$ cat src/rtl/draw_sprite.sv
// draw_sprite: streams a SPR_W x SPR_H sprite from a synchronous ROM to a
// framebuffer write port at one pixel per clock, offset by a latched (x, y)
// position and clipped to the SCREEN_W x SCREEN_H visible area.
//
// Optional feature: define DRAW_SPRITE_TRANSPARENT_EN to suppress writes of
// pixels whose colour equals TRANSP_COLOR (colour key).
//
// Handshake: start is a level sampled every rising edge; it is accepted only
// while the FSM is IDLE and ignored in every other state. writeEn qualifies
// X_out/Y_out/Color_out for exactly the cycle it is high; there is no
// back-pressure, the framebuffer must take every qualified pixel.
//
// Pipeline (T0 = accepted start cycle):
//   T1+k : rom_addr = k                       (fetch stage)
//   T2+k : rom_q valid, stage-1 tag/position  (data stage)
//   T3+k : registered X_out/Y_out/Color_out/writeEn
module draw_sprite #(
   parameter int                 SPR_W        = 128,
   parameter int                 SPR_H        = 128,
   parameter int                 COLOR_W      = 12,
   parameter int                 SCREEN_W     = 320,
   parameter int                 SCREEN_H     = 240,
   parameter logic [COLOR_W-1:0] TRANSP_COLOR = '0,
   localparam int                ADDR_W       = $clog2(SPR_W * SPR_H)
) (
   input  logic               clk,
   input  logic               reset,
   input  logic               start,
   input  logic [8:0]         x_pos,
   input  logic [7:0]         y_pos,
   output logic [ADDR_W-1:0]  rom_addr,
   input  logic [COLOR_W-1:0] rom_q,
   output logic [8:0]         X_out,
   output logic [7:0]         Y_out,
   output logic [COLOR_W-1:0] Color_out,
   output logic               writeEn,
   output logic               busy,
   output logic               done,
   output logic [1:0]         state_dbg
);

   localparam int          COL_W    = $clog2(SPR_W);
   localparam int          N_PIX    = SPR_W * SPR_H;
   localparam logic [ADDR_W-1:0] LAST_IDX = ADDR_W'(N_PIX - 1);

   typedef enum logic [1:0] {
      S_IDLE  = 2'd0,
      S_DRAW  = 2'd1,
      S_DRAIN = 2'd2,
      S_DONE  = 2'd3
   } state_t;

   state_t state_q, state_d;

   // FSM decoded controls
   logic fetch_en;
   logic accept;

   // Fetch counter, drain counter and latched position
   logic [ADDR_W-1:0] cnt_q,   cnt_d;
   logic              drain_q, drain_d;
   logic [8:0]        x0_q,    x0_d;
   logic [7:0]        y0_q,    y0_d;

   // Stage 1: valid tag and one-bit-wider screen coordinates
   logic              v1_q,    v1_d;
   logic [9:0]        xs1_q,   xs1_d;
   logic [8:0]        ys1_q,   ys1_d;

   // Stage 2: registered pixel outputs
   logic              we_q,    we_d;
   logic [8:0]        xo_q,    xo_d;
   logic [7:0]        yo_q,    yo_d;
   logic [COLOR_W-1:0] co_q,   co_d;

   logic [COL_W-1:0]         col;
   logic [ADDR_W-COL_W-1:0]  row;
   logic                     in_screen;
   logic                     key_pass;

   // State register
   always_ff @(posedge clk) begin
      if (reset) begin
         state_q <= S_IDLE;
      end else begin
         state_q <= state_d;
      end
   end

   // Next-state logic: DRAIN is two cycles long, DONE is one
   always_comb begin
      state_d = state_q;
      case (state_q)
         S_IDLE:  if (start)            state_d = S_DRAW;
         S_DRAW:  if (cnt_q == LAST_IDX) state_d = S_DRAIN;
         S_DRAIN: if (drain_q)          state_d = S_DONE;
         S_DONE:                        state_d = S_IDLE;
         default:                       state_d = S_IDLE;
      endcase
   end

   // FSM outputs, all decoded from the registered state
   always_comb begin
      busy      = (state_q != S_IDLE);
      done      = (state_q == S_DONE);
      fetch_en  = (state_q == S_DRAW);
      accept    = (state_q == S_IDLE) && start;
      rom_addr  = fetch_en ? cnt_q : '0;
      state_dbg = state_q;
   end

   // Fetch counter, drain counter and position latch
   always_comb begin
      cnt_d   = cnt_q;
      x0_d    = x0_q;
      y0_d    = y0_q;
      drain_d = 1'b0;
      if (accept) begin
         cnt_d = '0;
         x0_d  = x_pos;
         y0_d  = y_pos;
      end else if (fetch_en) begin
         cnt_d = cnt_q + 1'b1;
      end
      if (state_q == S_DRAIN) begin
         drain_d = ~drain_q;
      end
   end

   // Stage 1: split the fetch index into column/row and add the origin
   always_comb begin
      col   = cnt_q[COL_W-1:0];
      row   = cnt_q[ADDR_W-1:COL_W];
      v1_d  = fetch_en;
      xs1_d = {1'b0, x0_q} + 10'(col);
      ys1_d = {1'b0, y0_q} + 9'(row);
   end

`ifdef DRAW_SPRITE_TRANSPARENT_EN
   // Colour key: the keyed colour never reaches the framebuffer
   always_comb begin
      key_pass = (rom_q != TRANSP_COLOR);
   end
`else
   logic unused_transp;
   assign unused_transp = ^TRANSP_COLOR;

   // No colour key: every unclipped pixel is written
   always_comb begin
      key_pass = 1'b1;
   end
`endif

   // Stage 2: clip, qualify and capture the pixel; hold outputs on empty slots
   always_comb begin
      in_screen = (xs1_q < 10'(SCREEN_W)) && (ys1_q < 9'(SCREEN_H));
      we_d      = v1_q && in_screen && key_pass;
      xo_d      = xo_q;
      yo_d      = yo_q;
      co_d      = co_q;
      if (v1_q) begin
         xo_d = xs1_q[8:0];
         yo_d = ys1_q[7:0];
         co_d = rom_q;
      end
   end

   // Datapath registers; reset also kills any in-flight pixel tags
   always_ff @(posedge clk) begin
      if (reset) begin
         cnt_q   <= '0;
         drain_q <= 1'b0;
         x0_q    <= '0;
         y0_q    <= '0;
         v1_q    <= 1'b0;
         xs1_q   <= '0;
         ys1_q   <= '0;
         we_q    <= 1'b0;
         xo_q    <= '0;
         yo_q    <= '0;
         co_q    <= '0;
      end else begin
         cnt_q   <= cnt_d;
         drain_q <= drain_d;
         x0_q    <= x0_d;
         y0_q    <= y0_d;
         v1_q    <= v1_d;
         xs1_q   <= xs1_d;
         ys1_q   <= ys1_d;
         we_q    <= we_d;
         xo_q    <= xo_d;
         yo_q    <= yo_d;
         co_q    <= co_d;
      end
   end

   // Output drive
   always_comb begin
      writeEn   = we_q;
      X_out     = xo_q;
      Y_out     = yo_q;
      Color_out = co_q;
   end

endmodule

$ cat config.mk
export PLATFORM = sky130hd
export DESIGN_NAME = draw_sprite
export DESIGN_NICKNAME = d
export VERILOG_FILES = /design/src/rtl/draw_sprite.sv
export SDC_FILE = /design/constraint.sdc
export NUM_CORES = 1
export LEC_CHECK = 0
export CORE_AREA = 2 2 95 143
export CTS_BUF_LIST = sky130_fd_sc_hd__clkbuf_8
export DETAILED_ROUTE_END_ITERATION = 16
export DIE_AREA = 0 0 97 145
export HOLD_SLACK_MARGIN = 0.03
export PLACE_DENSITY = 0.52
export RECOVER_POWER = 25
export SLEW_MARGIN = 20
export SYNTH_ARGS = -nofsm -noshare
export SYNTH_HDL_FRONTEND = slang
export SYNTH_SLANG_ARGS = --single-unit
$ cat constraint.sdc
create_clock -name clk -period 2.2 [get_ports clk]
set_clock_uncertainty 0.2 [all_clocks]
set_input_delay 0.22 -clock clk [delete_from_list [all_inputs] [get_ports clk]]
set_output_delay 0.22 -clock clk [all_outputs]
set_load 0.05 [all_outputs]
==> results.txt, run 1 <==
- Net switching power: ~1.5 mW
* Largest stage delay, worst path: around 0.46 ns
- Data arrives at the worst endpoint at 2.22 ns.
* Final period util: 0.9683
- First-pass DRT Iterations: 4
* H-tree depth: 3
* First-pass GRT wire length: ~15000 um
- Final wirelength: 9080 um
* Highest ir drop seen on vdd: about 0.38 mV
* Worst hold slack across all endpoints: about 0.21 ns
- For this design, the sink count on the clock tree is 84.
- I/O pin count: 80
* Critical path, cell by cell: ha_2, inv_1, fa_2, nor2b_2, o31a_1, buf_4, or4_1, nand3_1
- First DRT Iteration DRCs: between 100 and 150
* M1 GR Usage: 0.1582
- met2 is the most crowded layer.
- Clock latency on the worst-skew pair, taken at its later pin, is roughly 0.35 ns.
* Final setup viols: 0
- Highest-count cells in the layout ignoring fill and taps: sky130_fd_sc_hd__dfxtp_1 (81), sky130_fd_sc_hd__clkdlybuf4s50_1 (62), sky130_fd_sc_hd__nor2_1 (57)
- The final count of hold timing violations was 0.
- In this run, distinct cell masters in the synthesized netlist total 48.
- In this run the power density over the cells is a little under 900 mW/mm^2.
- Mean post-synth cell area: 9.081 sq um
- Number of antenna violations at the first check in global routing: 0
- The path class of the tightest hold or removal check is in -> reg.
* Most common cell after layout, fill and taps aside: sky130_fd_sc_hd__dfxtp_1
- Buffers plus inverters on the worst setup path: 2
* Combinational cell fraction of total power: 0.295
* Register bit total from synthesis: 84
- Ratio of routed vias to standard cells: roughly 4.7
* Post-CTS clock slew at the launch and capture registers of the worst setup and hold paths: around 0.090 ns
* Total global routing track utilization: 0.1330
- The cell family contributing the most delay on the critical path is simple AND/OR/NAND/NOR gates.
* Largest net degree at the start of global routing: 22
- After detailed routing, the number of remaining DRC violations is 0.
- Post-Synthesis Cells: roughly 420
- In this run the deepest clock path goes through 2 buffers.
* Clock power frac: 0.309
* Sequential fraction of design power: 0.396
* Async SR Flop Fraction: 0
- CTS Buf Count: 9
* Placer Congestion: between 0.8 and 0.9
* Synthesis warning total: 0
* Post-Synthesis Cell Area: 0.003805 sq mm
* Final max-slew violation count: 0
* Global route overflow: 0
- For the pin with the worst max-slew slack, the measured transition is roughly 0.52 ns.
* Area of the placeable core: ~0.013 sq mm
* Remaining max-slew budget at the tightest pin: 0.6517
- Setup repair after global routing could not meet its margin everywhere.
- GR Util met3: 0.02312
- The die is about 97 um wide.
* Element type at the critical path start: register
- Number of global-route vias before repair: approximately 3300
* Count of nets after finishing: roughly 560
- The floorplan step set the die height to ~150 um.
* Critical path fanouts, max: 3
* Layout filler cell count: 1266
- The worst setup path is of the reg -> reg kind.
- The number of antenna diodes in the final layout is 0.
- I/O Buffers: just under 80
- In this run the remaining antenna-violating nets after routing total 0.
- Min Tclk post-route: around 2.1 ns
* DPL Wire Length: about 7000 um
- Data required time at the worst endpoint: around 2.3 ns
* Sequential share of the synthesized area: 0.4420
- The number of nets handed over by synthesis was approximately 470.
* Post-route setup TNS: 0 ns
- Summing over every cut layer, the via total after detailed routing is 3206.
- For this configuration, the core starts out at a cell density of 0.2967.
- FP Rows: 51
- Max cap viols: 0
- The die covers 0.01407 sq mm.
- Static timing analysis puts the maximum clock frequency at about 0.47 GHz.
- Internal power summed over all cells: a little over 3 mW
* Master cell of the clock root buffer: sky130_fd_sc_hd__clkbuf_8
* Area Growth Syn to Fin: 39.43%
- Grt met2 use: 0.2281
- TritonCTS built the clock tree.
- The run finished with clean final reports.
- Final core area utilization: 0.4136
* Flip-flop cell with the highest count after synthesis: sky130_fd_sc_hd__dfxtp_1
- Of the total power, the share spent switching nets is 0.3239.
- The worst setup path is captured at a register.
- For this design the static power due to leakage is 2.044 nW.
- Master of the slowest instance on the critical path: sky130_fd_sc_hd__or4_1
- In the final layout, the share of cells above drive strength 1 is 0.1415.
- Counting flops with a built-in enable in the synthesized netlist gives 0.
- Per-cell routed wire length: approximately 13 um
## area by class of cell
class | count | area, sq um | share of cell area
clock buffers | 9 | 123.9 | 0.02335
clock inverters | 7 | 140.1 | 0.02642
inverters | 8 | 30.03 | 0.005660
multi-input cells | 307 | 2028 | 0.3823
flip-flops and latches | 84 | 1685 | 0.3177
well taps | 159 | 198.9 | 0.03750
repair buffers | 101 | 1099 | 0.2071
## layer usage
layer  share of wire  wire length (um)  vias to the layer above
met2            0.50              4571                       69
met3           0.033               301                       14
met1            0.44              4012                     1494
met5               0                 0                        -
li1                -                 -                     1629
met4           0.021               195                        0
## metrics by stage
step	cell area (sq um)	std cells	worst slack, ns	total power [mW]
finish	5305	675	0.06985	4.615
global route	5305	675	-0.01374	4.883
CTS	5276	673	0.01846	4.677
detailed placement	5002	656	0.02682	3.225
global placement	5002	656	0.09281	3.202
floorplan	3811	419	0.01253	2.744
## worst min-delay path, delay by kind of cell
kind | cells | cell delay [ns]
AOI/OAI and AO/OA | 1 | 0.05
buffers and inverters | 1 | 0.40
and+or+nand+nor | 1 | 0.06
## sequential cells by signal, indices dropped and copies added (netlist names)
| name | count |
|---|---|
| y0_q | 8 |
| x0_q | 9 |
| state_dbg | 2 |
| cnt_q | 14 |
| v1_q | 1 |
| Color_out | 12 |
| X_out | 9 |
| writeEn | 1 |
| ys1_q | 9 |
| Y_out | 8 |
| xs1_q | 10 |
| drain_q | 1 |
## synthesized netlist by cell type, types with 7 or more instances
cell type                  number  area (sq um)
sky130_fd_sc_hd__a21oi_1       19         95.09
sky130_fd_sc_hd__and2_1        13         81.33
sky130_fd_sc_hd__buf_2          8         40.04
sky130_fd_sc_hd__clkbuf_1       8         30.03
sky130_fd_sc_hd__dfxtp_1       84          1682
sky130_fd_sc_hd__ha_1          19         237.7
sky130_fd_sc_hd__inv_1          8         30.03
sky130_fd_sc_hd__mux2i_1       33         330.3
sky130_fd_sc_hd__nand2_1       46         172.7
sky130_fd_sc_hd__nor2_1        57         214.0
sky130_fd_sc_hd__nor2b_1       12         75.07
sky130_fd_sc_hd__nor3_1        10         50.05
sky130_fd_sc_hd__nor4_1         7         43.79
sky130_fd_sc_hd__o21ai_0        7         35.03
sky130_fd_sc_hd__xor2_1         7         61.31
## path summary, 6_finish.rpt
kind,from,endpoint,slack (ns),cells after the start
min reg2reg,x0_q[5]$_SDFFE_PP0P_,x0_q[5]$_SDFFE_PP0P_,0.26,2
min,y_pos[4],y0_q[4]$_SDFFE_PP0P_,0.21,3
max,cnt_q[0]$_SDFFE_PP0P_,xs1_q[6]$_SDFF_PP0_,0.07,8
max reg2reg,cnt_q[0]$_SDFFE_PP0P_,xs1_q[6]$_SDFF_PP0_,0.07,8
## cell families (layout without fill, tap and decap cells)
group | count (synthesis) | in the layout | share of synthesized area
simple gates | 190 | 190 | 0.2529
flops | 84 | 84 | 0.4420
compound gates | 48 | 48 | 0.07925
mux | 35 | 35 | 0.09273
buf+inv | 28 | 125 | 0.03025
fa+ha+maj | 21 | 21 | 0.07300
xor+xnor | 13 | 13 | 0.02992
## what timing repair did
action	CTS	global route
setup endpoints to repair	0	11
buffers inserted	0	2
hold buffers	1	0
gates resized for setup	0	7
endpoints found under the hold margin	5	0
## power groups by stage
| stage | combinational [mW] | sequential [mW] | clock, mW |
|---|---|---|---|
| CTS | 1.37 | 1.82 | 1.48 |
| detailed placement | 1.36 | 1.86 | 0 |
| global route | 1.49 | 1.85 | 1.54 |
| global placement | 1.35 | 1.86 | 0 |
| floorplan | 0.746 | 2.00 | 0 |
| finish | 1.36 | 1.83 | 1.43 |
Power figures use the tool's default switching activity.
==> run 2, diff against run 1 <==
--- a/config.mk
+++ b/config.mk
@@ -11,5 +11,4 @@
 export DIE_AREA = 0 0 97 145
 export HOLD_SLACK_MARGIN = 0.03
-export PLACE_DENSITY = 0.52
 export RECOVER_POWER = 25
 export SLEW_MARGIN = 20
==> constraint.sdc (replaced) <==
create_clock -name clk -period 2.2 [get_ports clk]
set_clock_uncertainty 0.2 [all_clocks]
set_input_delay 0.44 -clock clk [delete_from_list [all_inputs] [get_ports clk]]
set_output_delay 0.44 -clock clk [all_outputs]
set_load 0.05 [all_outputs]
==> results.txt, run 2 (synthesis gave the netlist of run 1 again) <==
- Across every metal layer, demand over resource in global routing totals 0.1255.
- The final count of hold timing violations came to 0.
- Port buffering added between 70 and 80 buffers.
- Counting tap cells, the placed design contains a total of roughly 650 instances.
- Maximum count of clock buffers along a single path: 2
* Class of the tightest hold or removal check: reg -> reg
- Total non-filler cell area in the finished layout: approximately 0.0053 sq mm
* Number of global-route vias before repair: around 3100
- Number of antenna violations at the first check in global routing: 0
- Data required time at the worst endpoint: 1.56 ns
* Min Tclk post-route: approximately 2.1 ns
* Static leakage: around 2.1 nW
- Final core area utilization: 0.4114
- STA classifies the critical path startpoint as a register.
- Die footprint: 0.01407 sq mm
- The design draws roughly 4.4 mW.
* Final ANT Viol Nets: 0
* FP Rows: about 50
- At the end of the flow, the number of nets in the layout was approximately 560.
- Final critical-path setup slack: 0.06042 ns
* Final setup viols: 0
- After global routing the overflow that remains totals 0.
- Of the cells placed in the final design, the portion with a size suffix greater than 1 is 0.1806.
* Place WS: -0.02269 ns
- The worst-case IR drop observed on VDD is roughly 1.0 mV.
- CTS Buf Count: 9
- Max Clk Rate: about 0.47 GHz
- Initial Util: 0.2967
- Antenna cells: 0
- Final period util: 0.9725
- Final hold analysis gives a worst-case slack of ~0.26 ns.
- Final max-slew violation count: 0
- Remaining max-slew budget at the tightest pin: 0.3671
* Post-detailed-route DRC marker count: 0
* Clock latency reported for the late side of the worst-skew pair: between 0.3 and 0.4 ns
- Largest register FFs: 14
- Largest net degree at the start of global routing: 43
* I/O pin count: 80
- Data on the critical path arrives at its endpoint at 1.50 ns.
- The setup check on the worst reg-to-reg path leaves a slack of approximately 0.080 ns.
* Ratio of routed vias to standard cells: between 4 and 5
* First-pass GRT wire length: around 15000 um
* DPL Wire Length: 6597 um
- Leaving out fill and tap cells, the most frequent cells in the layout are sky130_fd_sc_hd__dfxtp_1 (80), sky130_fd_sc_hd__nor2_1 (57), sky130_fd_sc_hd__clkdlybuf4s50_1 (46).
- Adding up every negative setup slack in the final design gives 0 ns.
- Result of the run: completed
- Of all nets on the critical path, the largest fanout is 12.
* Master cell of the clock root buffer: sky130_fd_sc_hd__clkbuf_8
* Path type of the worst setup path: reg -> out
* First DRT Iteration DRCs: 69
- Relative to the synthesized area, the layout overhead comes to 38.67%.
* Most common cell after layout, fill and taps aside: sky130_fd_sc_hd__dfxtp_1
* Placed cell areas: about 0.0050 sq mm
- CTS tree: done
- Post-route non-filler standard cell count: roughly 670
- The die is about 150 um tall.
* Placer Congestion: around 0.8
- The first TritonRoute pass finished after 4 iterations.
* Number of sinks driven by the clock tree: 84
* Actual slew at the worst max-slew pin: ~0.95 ns
* Total power density per cell area: 840.7 mW/mm^2
- Area of the placeable core: 0.01283 sq mm
- Max cap viols: 0
- Counting flops per register, the top entry is cnt_q.
- The floorplan step set the die width to 97 um.
- Endpoint kind of the worst setup timing path: output pin
- Vias after detailed routing: roughly 3200
* Final wirelength: around 8800 um
- The H-tree was split into 3 levels.
- Per-cell routed wire length: 13.00 um
- Post-CTS clock slew at the launch and capture registers of the worst setup and hold paths: 0.08 ns
run 2: cell count changes in the layout (fill, tap and decap cells not counted), sizes merged, moves of 2 or more:
| cell | delta |
|---|---|
| buf | +12 |
| dlymetal6s2s | +2 |
| dlygate4sd2 | +2 |
| clkdlybuf4s50 | -16 |
| clkbuf | +3 |
| bufinv | -2 |
run 2: worst paths after layout:
check                                  from                    to  depth (start not counted)
setup / recovery  state_dbg[1]$_SDFFE_PP0P_          rom_addr[13]                          5
hold / removal         x0_q[0]$_SDFFE_PP0P_  x0_q[0]$_SDFFE_PP0P_                          2
setup reg to reg      cnt_q[0]$_SDFFE_PP0P_   xs1_q[6]$_SDFF_PP0_                          8
hold reg to reg        x0_q[0]$_SDFFE_PP0P_  x0_q[0]$_SDFFE_PP0P_                          2
run 2: where the power goes:
group	switching [mW]	internal, mW	total, mW
clock network	0.525	0.693	1.22
registers	0.108	1.70	1.81
logic	0.831	0.580	1.41
total	1.46	2.97	4.44
run 2: worst max-delay path, stage by stage (launching register included):
cell and delay (ns):
sky130_fd_sc_hd__dfxtp_4 0.37, sky130_fd_sc_hd__inv_2 0.06, sky130_fd_sc_hd__ha_4 0.17, sky130_fd_sc_hd__buf_4 0.17, sky130_fd_sc_hd__and2_2 0.22, sky130_fd_sc_hd__buf_12 0.15
run 2: routing by layer:
| metal | global-route usage | wire length [um] | vias up |
|---|---|---|---|
| met5 | 0 | 0 | - |
| met4 | 0.05141 | 178 | 0 |
| met3 | 0.03372 | 371 | 14 |
| met2 | 0.2160 | 4380 | 67 |
| met1 | 0.1462 | 3831 | 1465 |
| li1 | - | - | 1633 |
run 2: final cells by class:
type	instances	area (sq um)
inverter	8	30.03
multi-input combinational	307	2057
tap	159	198.9
fill	1266	7550
timing repair buffer	101	1077
sequential	84	1689
clock inverter	4	72.57
clock buffer	11	151.4
run 2: timing repair:
item | CTS | global route
hold buffers | 0 | 0
gates cloned | 0 | 0
pin swaps | 3 | 4
endpoints found under the setup margin | 15 | 8
buffers inserted | 1 | 4
gates resized for setup | 8 | 12
==> run 3, diff against run 2 <==
==> constraint.sdc (replaced) <==
create_clock -name clk -period 2.2 [get_ports clk]
set_clock_uncertainty 0.2 [all_clocks]
set_input_delay 0.44 -clock clk [delete_from_list [all_inputs] [get_ports clk]]
set_output_delay 0.44 -clock clk [all_outputs]
set_load 0.1 [all_outputs]
==> results.txt, run 3 (synthesis gave the netlist of run 1 again) <==
* Result of the run: completed
* Unrepaired setup endpoints after global routing: no
* Post-route non-filler standard cell count: approximately 680
* Total power density per cell area: approximately 900 mW/mm^2
- During I/O placement, the number of pins put on the boundary was 80.
- Summed over all nets, the switching power comes to roughly 1.8 mW.
- The congestion estimate from routability-driven global placement came to approximately 0.81.
* Critical path fanouts, max: 7
- Most common cell after layout, fill and taps aside: sky130_fd_sc_hd__dfxtp_1
- DPL Wire Length: ~6600 um
- Summing all multi-input logic gate instances after layout gives ~0.0021 sq mm.
* Global route overflow: 0
- Counting the buffers created by CTS gives 9.
- Die H: 145 um
- The H-tree generated during clock tree synthesis spans 3 levels.
- The floorplan step set the die width to approximately 97 um.
* Final period util: 0.9636
- After floorplanning, the core was divided into 51 placement rows.
* Number of antenna violations at the first check in global routing: 0
* Clock latency reported for the late side of the worst-skew pair: 0.35 ns
- Highest ir drop seen on vdd: approximately 1.2 mV
- Based on the critical path, the design can be clocked at up to around 0.47 GHz.
- Across the run, the number of max-cap violations was 0.
* Number of global-route vias before repair: a little over 3000
- The first global-routing pass estimated around 14000 um of wire.
* Final core area utilization: 0.4134
- Antenna cells: 0
- No sink is reached through more buffers than the 2 on the longest clock path.
* Cells after DPL: between 600 and 700
- The worst setup path is captured at an output pin.
- Final max-slew violation count: 0
- The count of nets left with antenna violations once routing finished came out at 0.
- Register with the highest flop count: cnt_q
* Post-CTS clock slew at the launch and capture registers of the worst setup and hold paths: ~0.08 ns
* Total global routing track utilization: 0.1250
* Die footprint: 0.01407 sq mm
- The initial utilization of the core area, before any placement, comes to 0.2967.
* Post-route setup TNS: 0 ns
- For the worst setup path, the data arrival time is 1.48 ns.
- Largest net degree at the start of global routing: 48
- The internal power of the cells totals around 3.0 mW.
* Min Tclk post-route: about 2.1 ns
- The final layout contains routed wiring with a total length of between 8000 and 9000 um.
- The final count of hold timing violations came to 0.
- Ratio of routed vias to standard cells: 4.657
- Layout cells sized above 1: 0.2360
* Vias after detailed routing: ~3100
- Clock power frac: 0.260
- Class of the tightest hold or removal check: in -> reg
- First-pass DRT Iterations: 4
- For this run, design rule violations remaining after detail routing come to 0.
- In the layout the commonest cells are sky130_fd_sc_hd__dfxtp_1 (80), sky130_fd_sc_hd__nor2_1 (57), sky130_fd_sc_hd__buf_4 (51).
- I/O Buffers: slightly below 80
- At the pin with the least slew margin, the transition time is 0.6226 ns.
* Area of the placeable core: 0.01283 sq mm
- First DRT Iteration DRCs: between 150 and 200
* Layout filler cell count: 1255
- Sequential fraction of design power: 0.383
* Data required time at the worst endpoint: about 1.6 ns
- Element type at the critical path start: register
- Final setup viols: 0
* Combinational cell fraction of total power: 0.357
* Overall power after layout: approximately 4.8 mW
* Per-cell routed wire length: approximately 13 um
- Static leakage: 2.127 nW
- Number of sinks driven by the clock tree: 84
- Switching Share: 0.3742
- Remaining max-slew budget at the tightest pin: 0.5849
- Relative to the synthesized area, the layout overhead comes to 39.36%.
- TritonCTS built the clock tree.
- Count of nets after finishing: 565
- Storage cell area: between 0.0015 and 0.002 sq mm
- Path type of the worst setup path: reg -> out
- The register with the most flip-flops in the layout has 14 of them.
- The tree is rooted in a sky130_fd_sc_hd__clkbuf_8.
[run 3: changes by cell type in the layout (fill, tap and decap cells not counted), moves of 4 or more]
cell                              delta
sky130_fd_sc_hd__clkdlybuf4s50_1    -16
sky130_fd_sc_hd__and2_1              -8
sky130_fd_sc_hd__and2_2              -4
sky130_fd_sc_hd__buf_4              +19
sky130_fd_sc_hd__and2_4             +12
[run 3: final cells by class]
class,instances,share of cell area
Multi-Input combinational cell,307,0.3936
Clock inverter,6,0.01817
Tap cell,159,0.03752
Clock buffer,10,0.02596
Inverter,8,0.006371
Sequential cell,84,0.3190
Timing Repair Buffer,102,0.1994
[run 3: path summary, 6_finish.rpt]
path,start,cells past startpoint,end,slack [ns]
setup / recovery,state_dbg[1]$_SDFFE_PP0P_,6,rom_addr[2],0.08
hold / removal,reset,2,ys1_q[2]$_SDFF_PP0_,0.27
setup reg to reg,y0_q[0]$_SDFFE_PP0P_,6,ys1_q[6]$_SDFF_PP0_,0.09
hold reg to reg,x0_q[8]$_SDFFE_PP0P_,2,x0_q[8]$_SDFFE_PP0P_,0.27
[run 3: power by group through the flow]
stage / Clock (mW) / Sequential (mW) / Combinational [mW]
floorplan: 0 / 2.21 / 0.826
detailed placement: 0 / 1.87 / 1.67
finish: 1.24 / 1.83 / 1.70
global route: 1.36 / 1.85 / 1.84
CTS: 1.29 / 1.84 / 1.68
global placement: 0 / 1.86 / 1.64
[run 3: metrics by stage]
stage	cell area (sq um)	hold WS, ns	setup WS (ns)
2_1_floorplan	3854	0.2306	0.02813
3_3_place_gp	5002	0.2473	0.1044
6_report	5303	0.2670	0.08015
5_1_grt	5303	0.2723	0.00001843
3_5_place_dp	5002	0.2566	0.06651
4_1_cts	5246	0.2496	0.01123
[run 3: critical path, cell delays in order, from the launching register on]
cell and delay, ns:
sky130_fd_sc_hd__dfxtp_4 0.35, sky130_fd_sc_hd__inv_1 0.08, sky130_fd_sc_hd__ha_4 0.18, sky130_fd_sc_hd__buf_4 0.16
sky130_fd_sc_hd__nand2_4 0.08, sky130_fd_sc_hd__clkinvlp_4 0.11, sky130_fd_sc_hd__buf_12 0.17
[run 3: routing by layer]
| metal | share of wire | global-route usage | up-vias |
|---|---|---|---|
| met1 | 0.44 | 0.1535 | 1449 |
| met3 | 0.037 | 0.02553 | 9 |
| met2 | 0.51 | 0.2132 | 65 |
| li1 | - | - | 1625 |
| met5 | 0 | 0 | - |
| met4 | 0.013 | 0.04859 | 0 |
[run 3: what timing repair did]
| action | in CTS | in global routing |
|---|---|---|
| gates resized for setup | 3 | 8 |
| pin swaps | 0 | 3 |
| endpoints found under the setup margin | 1 | 16 |
| setup buffers | 0 | 4 |
| hold buffers | 0 | 0 |
